`src/rtl/rx_udp_analy.sv`:
```
// UDP receive parser: strips the 8-byte UDP header and filters on the port pair.
// It trims link padding by the UDP length field and forwards the payload with sop/eop/mty/err framing.
module rx_udp_analy #(
  parameter int DATA_W = 32,
  parameter int PORT_W = 16
) (
  input  logic              clk,
  input  logic              rst,
  input  logic [PORT_W-1:0] cfg_port_local,
  input  logic [PORT_W-1:0] cfg_port_pc,
  input  logic [DATA_W-1:0] din,
  input  logic              din_vld,
  input  logic              din_sop,
  input  logic              din_eop,
  input  logic              din_err,
  input  logic [1:0]        din_mty,
  output logic [DATA_W-1:0] dout,
  output logic              dout_vld,
  output logic              dout_sop,
  output logic              dout_eop,
  output logic              dout_err,
  output logic [1:0]        dout_mty,
  output logic              flag_port_err,
  output logic              flag_len_err,
  output logic              flag_short_err
);

  typedef enum logic [1:0] {IDLE, HDR1, DATA, DROP} state_t;

  state_t            state_q;
  logic [PORT_W-1:0] src_q, dst_q;
  logic [15:0]       rem_q;
  logic              first_q;
  logic [DATA_W-1:0] dout_q;
  logic              vld_q, sop_q, eop_q, err_q;
  logic [1:0]        mty_q;
  logic              fport_q, flen_q, fshort_q;

  logic [15:0] udp_len_s;
  logic [1:0]  tail_mty_s;
  logic [2:0]  avail_s;
  logic        last_s, short_s, port_ok_s;

  // Length bookkeeping: rem stays in 1..4 on the last word, so 4-rem fits in two bits.
  always_comb begin
    udp_len_s  = din[31:16];
    tail_mty_s = 2'd0 - rem_q[1:0];
    avail_s    = 3'd4 - {1'b0, din_mty};
    last_s     = (rem_q <= 16'd4);
    short_s    = ({13'd0, avail_s} < rem_q);
    port_ok_s  = (src_q == cfg_port_pc) && (dst_q == cfg_port_local);
  end

  // Parser FSM with all outputs registered; outputs default to zero every cycle.
  always_ff @(posedge clk or posedge rst) begin
    if (rst) begin
      state_q  <= IDLE;
      src_q    <= '0;
      dst_q    <= '0;
      rem_q    <= 16'd0;
      first_q  <= 1'b0;
      dout_q   <= '0;
      vld_q    <= 1'b0;
      sop_q    <= 1'b0;
      eop_q    <= 1'b0;
      err_q    <= 1'b0;
      mty_q    <= 2'd0;
      fport_q  <= 1'b0;
      flen_q   <= 1'b0;
      fshort_q <= 1'b0;
    end else begin
      dout_q   <= '0;
      vld_q    <= 1'b0;
      sop_q    <= 1'b0;
      eop_q    <= 1'b0;
      err_q    <= 1'b0;
      mty_q    <= 2'd0;
      fport_q  <= 1'b0;
      flen_q   <= 1'b0;
      fshort_q <= 1'b0;
      if (din_vld) begin
        if (din_sop) begin
          src_q <= din[31:16];
          dst_q <= din[15:0];
          // A datagram interrupted mid-payload is closed with an errored terminator.
          if (state_q == DATA) begin
            vld_q <= 1'b1;
            eop_q <= 1'b1;
            err_q <= 1'b1;
            mty_q <= 2'd3;
          end
          if (din_eop) begin
            fshort_q <= 1'b1;
            state_q  <= IDLE;
          end else begin
            state_q  <= HDR1;
          end
        end else begin
          case (state_q)
            IDLE: state_q <= IDLE;
            HDR1: begin
              if (din_eop) begin
                fshort_q <= 1'b1;
                state_q  <= IDLE;
              end else if (!port_ok_s) begin
                fport_q <= 1'b1;
                state_q <= DROP;
              end else if (udp_len_s < 16'd8) begin
                flen_q  <= 1'b1;
                state_q <= DROP;
              end else if (udp_len_s == 16'd8) begin
                state_q <= DROP;
              end else begin
                rem_q   <= udp_len_s - 16'd8;
                first_q <= 1'b1;
                state_q <= DATA;
              end
            end
            DATA: begin
              dout_q  <= din;
              vld_q   <= 1'b1;
              sop_q   <= first_q;
              first_q <= 1'b0;
              if (last_s) begin
                eop_q <= 1'b1;
                mty_q <= tail_mty_s;
                if (din_eop && short_s) begin
                  err_q  <= 1'b1;
                  flen_q <= 1'b1;
                end else begin
                  err_q  <= din_eop & din_err;
                end
                state_q <= din_eop ? IDLE : DROP;
              end else if (din_eop) begin
                eop_q   <= 1'b1;
                mty_q   <= din_mty;
                err_q   <= 1'b1;
                flen_q  <= 1'b1;
                state_q <= IDLE;
              end else begin
                rem_q <= rem_q - 16'd4;
              end
            end
            DROP: state_q <= din_eop ? IDLE : DROP;
            default: state_q <= IDLE;
          endcase
        end
      end
    end
  end

  assign dout           = dout_q;
  assign dout_vld       = vld_q;
  assign dout_sop       = sop_q;
  assign dout_eop       = eop_q;
  assign dout_err       = err_q;
  assign dout_mty       = mty_q;
  assign flag_port_err  = fport_q;
  assign flag_len_err   = flen_q;
  assign flag_short_err = fshort_q;

endmodule

```
`config.mk`:
```
export PLATFORM = sky130hd
export DESIGN_NAME = rx_udp_analy
export DESIGN_NICKNAME = d
export VERILOG_FILES = /design/src/rtl/rx_udp_analy.sv
export SDC_FILE = /design/constraint.sdc
export NUM_CORES = 1
export LEC_CHECK = 0
export CORE_AREA = 2 2 103 105
export DETAILED_ROUTE_END_ITERATION = 10
export DIE_AREA = 0 0 105 107
export MAX_ROUTING_LAYER = met4
export PLACE_DENSITY = 0.73
export SYNTH_ARGS = -nofsm -noshare
export SYNTH_HDL_FRONTEND = slang
export SYNTH_SLANG_ARGS = --single-unit
```
`constraint.sdc`:
```
create_clock -name clk -period 3.3 [get_ports clk]
set_clock_uncertainty 0.2 [all_clocks]
set_input_delay 0.495 -clock clk [delete_from_list [all_inputs] [get_ports clk]]
set_output_delay 0.495 -clock clk [all_outputs]
set_load 0.05 [all_outputs]
```
==> impl_metrics.yaml <==
synth:
  synth-compound-area-share_pct: 9.31
  post_synth_xor_area_fraction_pct: 7.91
  syn_avg_cell_area_um2: 10.7
  syn_area_um2: 4650
  synth_most_common_cell: "sky130_fd_sc_hd__dfrtp_1"
  asyncSetResetFlopFracSynth_pct: 100
  synth.largest_area_cell: "sky130_fd_sc_hd__dfrtp_1"
  post_synthesis_cell_count: 434
  synth_largest_type_area_fraction_pct: 49.5
  syn-num-nets: 517
  commonest_cells_post_synth: "92 x sky130_fd_sc_hd__dfrtp_1, 38 x sky130_fd_sc_hd__xor2_1, 32 x sky130_fd_sc_hd__and2_1, 32 x sky130_fd_sc_hd__mux2_2, 27 x sky130_fd_sc_hd__nor2_1"
  ys_seq_area_share_pct: 49.5
  synth.area.mux_share_pct: 8.40
  synth-edff-count: 0
  synth-simple-area-share_pct: 18.4
  synth.yosys.warnings: 0
  synth-main-ff-cell: "sky130_fd_sc_hd__dfrtp_1"
  synth_fa_ha_area_share_pct: 2.96
  postSynthRegisterBits: 92
  synth_top_family_by_area: "simple AND/OR/NAND/NOR gates"
  ys_types: 52
  synth_top_cells_by_area: "sky130_fd_sc_hd__dfrtp_1 50%, sky130_fd_sc_hd__mux2_2 7.8%, sky130_fd_sc_hd__xor2_1 7.2%"
clock_tree:
  clock-root-buffer: "sky130_fd_sc_hd__clkbuf_8"
  postCtsResizedCells: 0
  number_of_hold_repair_buffers_added_at_the_cts_stage: 0
  ctsHtreeMaxLevel: 3
  post-cts-setup-buffers: 0
  cts-buffers-inserted: 9
  cts.sinks: 92
  clk_path_buf_depth: 2
  clk_pin_slew_ns: 0.09
  cts_tree: "built"
  clkLatencyLatePin_ns: 0.37
run:
  maxCapViolations: 0
floorplan:
  floorplan.die_area_um2: 11200
  top_level_ports: 113
  rows: 37
  chipWidth_um: 105
  start_util_pct: 46.1
  chipHeight_um: 107
  core_um2: 10100
critical_path:
  endpoint_kind: "flop"
  startpoint_type: "input port"
  critical_path_arrival_ns: 2.78
  timing_worst_setup_path_type: "input port to flop"
  required_ns: 3.36
  largest_stage_delay_on_the_critical_path_ns: 0.42
  critical_path.slowest_cell: "sky130_fd_sc_hd__clkdlybuf4s50_1"
  cp_top_family: "buffers and inverters"
  crit_buf_inv: 3
  crit_path_max_fanout: 10
  worstPathCellList: "clkdlybuf4s50_1, xor2_1, nor4_1, buf_4, nand4_1, o31ai_1, buf_4, a21oi_1, a221o_1"
  cpMostUsedCell: "sky130_fd_sc_hd__buf_4"
placement:
  gp_congestion: 0.888
  portBuffers: 112
  detailedPlace.worstSlack_ns: 0.180
  post-dp-hpwl_um: 9210
detailed_routing:
  count_of_tritonroute_iterations_in_the_first_routing_pass: 5
  drc: 0
  drt_iter0_drc: 206
  dr_wl_cell_um: 17.3
  route.antenna.remaining_nets: 0
  totalWireLength_um: 12200
  route.vias.total: 3829
  viasPerCell: 5.45
finish:
  final.fill_count: 887
  drive_above_1_share_pct: 14.0
  nets: 644
  layout-area-overhead-vs-synth_pct: 34.4
  n_antenna_cell: 0
timing:
  setup_viol_count_final: 0
  relSlewSlack_pct: 54.6
  timing_max_transition_violations_final: 0
  timing_worst_slew_pin_value_ns: 0.680
  max_freq_ghz: 0.368
  setup_total_negative_slack_ns: 0
  final_worst_path_period_need_ns: 2.72
  final_critical_path_setup_slack_ns: 0.581
  finalCritPeriodShare_pct: 82.4
  finalHoldViolations: 0
  rsz0062_at_grt: "false"
global_route:
  globalRouteOverflowTotal: 0
  grt_pass1_vias: 4142
  groute.usage.overall_pct: 23.5
  grt_max_degree: 39
  wire_length_of_the_first_global_routing_pass_um: 20100
  antenna_found_initial: 0
min_path:
  hold_path.class: "input port to asynchronous set/reset pin"
run_status:
  outcome: "completed"
power:
  power_w: 0.00278
  power.leakage_nw: 2.71
  worst_ir_drop_vdd_v: 0.000245
  power_per_cell_area_nw_per_um2: 445
cell families (layout without fill, tap and decap cells):
| logic type | after synthesis | after routing |
|---|---|---|
| adder cells (fa/ha/maj) | 11 | 11 |
| buffers and inverters | 40 | 172 |
| multiplexers | 35 | 35 |
| AO/OA/AOI/OAI | 61 | 61 |
| flip-flops | 92 | 92 |
| XOR/XNOR | 42 | 42 |
| AND/OR/NAND/NOR | 153 | 153 |
report_power, final:
group	total, W	switching (W)	internal (W)	leakage, nW
registers	0.00138	0.000129	0.00125	1.18
logic	0.000608	0.000294	0.000314	1.42
clock network	0.000794	0.000404	0.000390	0.102
total	0.00278	0.000828	0.00195	2.71
registers in the layout (all words and copies together) (netlist names), 2 cells and up:
| name | count |
|---|---|
| dout | 32 |
| dst_q | 16 |
| rem_q | 16 |
| src_q | 16 |
| dout_mty | 2 |
| state_q | 2 |
per-stage QoR:
step / util (%) / cell area [um2] / instances / hold slack [ns]
after floorplan: - / 4650 / 434 / 0.246
after global placement: 59.9 / 6040 / 686 / 0.292
after detailed placement: 59.9 / 6040 / 686 / 0.299
after CTS: 61.9 / 6250 / 702 / 0.324
after global routing: 61.9 / 6250 / 702 / 0.343
final: 61.9 / 6250 / 702 / 0.320
final timing paths:
| kind | startpoint | to | slack, ns | depth (start not counted) |
|---|---|---|---|---|
| max in group asynchronous | rst | rem_q[7] | 1.85 | 3 |
| worst max register to register | rem_q[2] | dout_err | 0.61 | 8 |
| worst max-delay path | cfg_port_local[1] | rem_q[13] | 0.58 | 9 |
| worst min register to register | first_q | dout_sop | 0.32 | 1 |
| worst min-delay path | rst | state_q[0] | 0.32 | 2 |
| min in group clk | first_q | dout_sop | 0.32 | 1 |
area by class of cell:
cell class / instances / area (um2) / area share, %
timing repair buffer: 134 / 1300 / 20.8
multi-input combinational: 302 / 2190 / 35.0
clock inverter: 4 / 47.5 / 0.761
inverter: 22 / 83.8 / 1.34
tap: 136 / 170 / 2.72
sequential: 92 / 2300 / 36.9
clock buffer: 12 / 155 / 2.48
cells in the final DEF (no fill, tap or decap), types with 5 or more instances in the layout:
| master | instances |
|---|---|
| sky130_fd_sc_hd__a21oi_1 | 12 |
| sky130_fd_sc_hd__and2_1 | 32 |
| sky130_fd_sc_hd__buf_4 | 21 |
| sky130_fd_sc_hd__clkbuf_8 | 11 |
| sky130_fd_sc_hd__clkdlybuf4s50_1 | 112 |
| sky130_fd_sc_hd__dfrtp_1 | 92 |
| sky130_fd_sc_hd__ha_1 | 11 |
| sky130_fd_sc_hd__inv_1 | 21 |
| sky130_fd_sc_hd__mux2_2 | 32 |
| sky130_fd_sc_hd__nand2_1 | 21 |
| sky130_fd_sc_hd__nand3_1 | 13 |
| sky130_fd_sc_hd__nand4_1 | 6 |
| sky130_fd_sc_hd__nor2_1 | 26 |
| sky130_fd_sc_hd__nor3_1 | 12 |
| sky130_fd_sc_hd__nor4_1 | 17 |
| sky130_fd_sc_hd__o21ai_0 | 10 |
| sky130_fd_sc_hd__o22ai_1 | 5 |
| sky130_fd_sc_hd__xor2_1 | 38 |
per-layer routing:
metal  wire [um]  share of wire, %  vias up  GRT usage, %
li1            -                 -     1786             -
met5           0                 0        -             -
met1        5000                41     1865          28.2
met3         865               7.1       20          4.92
met2        6050                50      158          39.2
met4         267               2.2        0          9.33
Power figures use the tool's default switching activity.
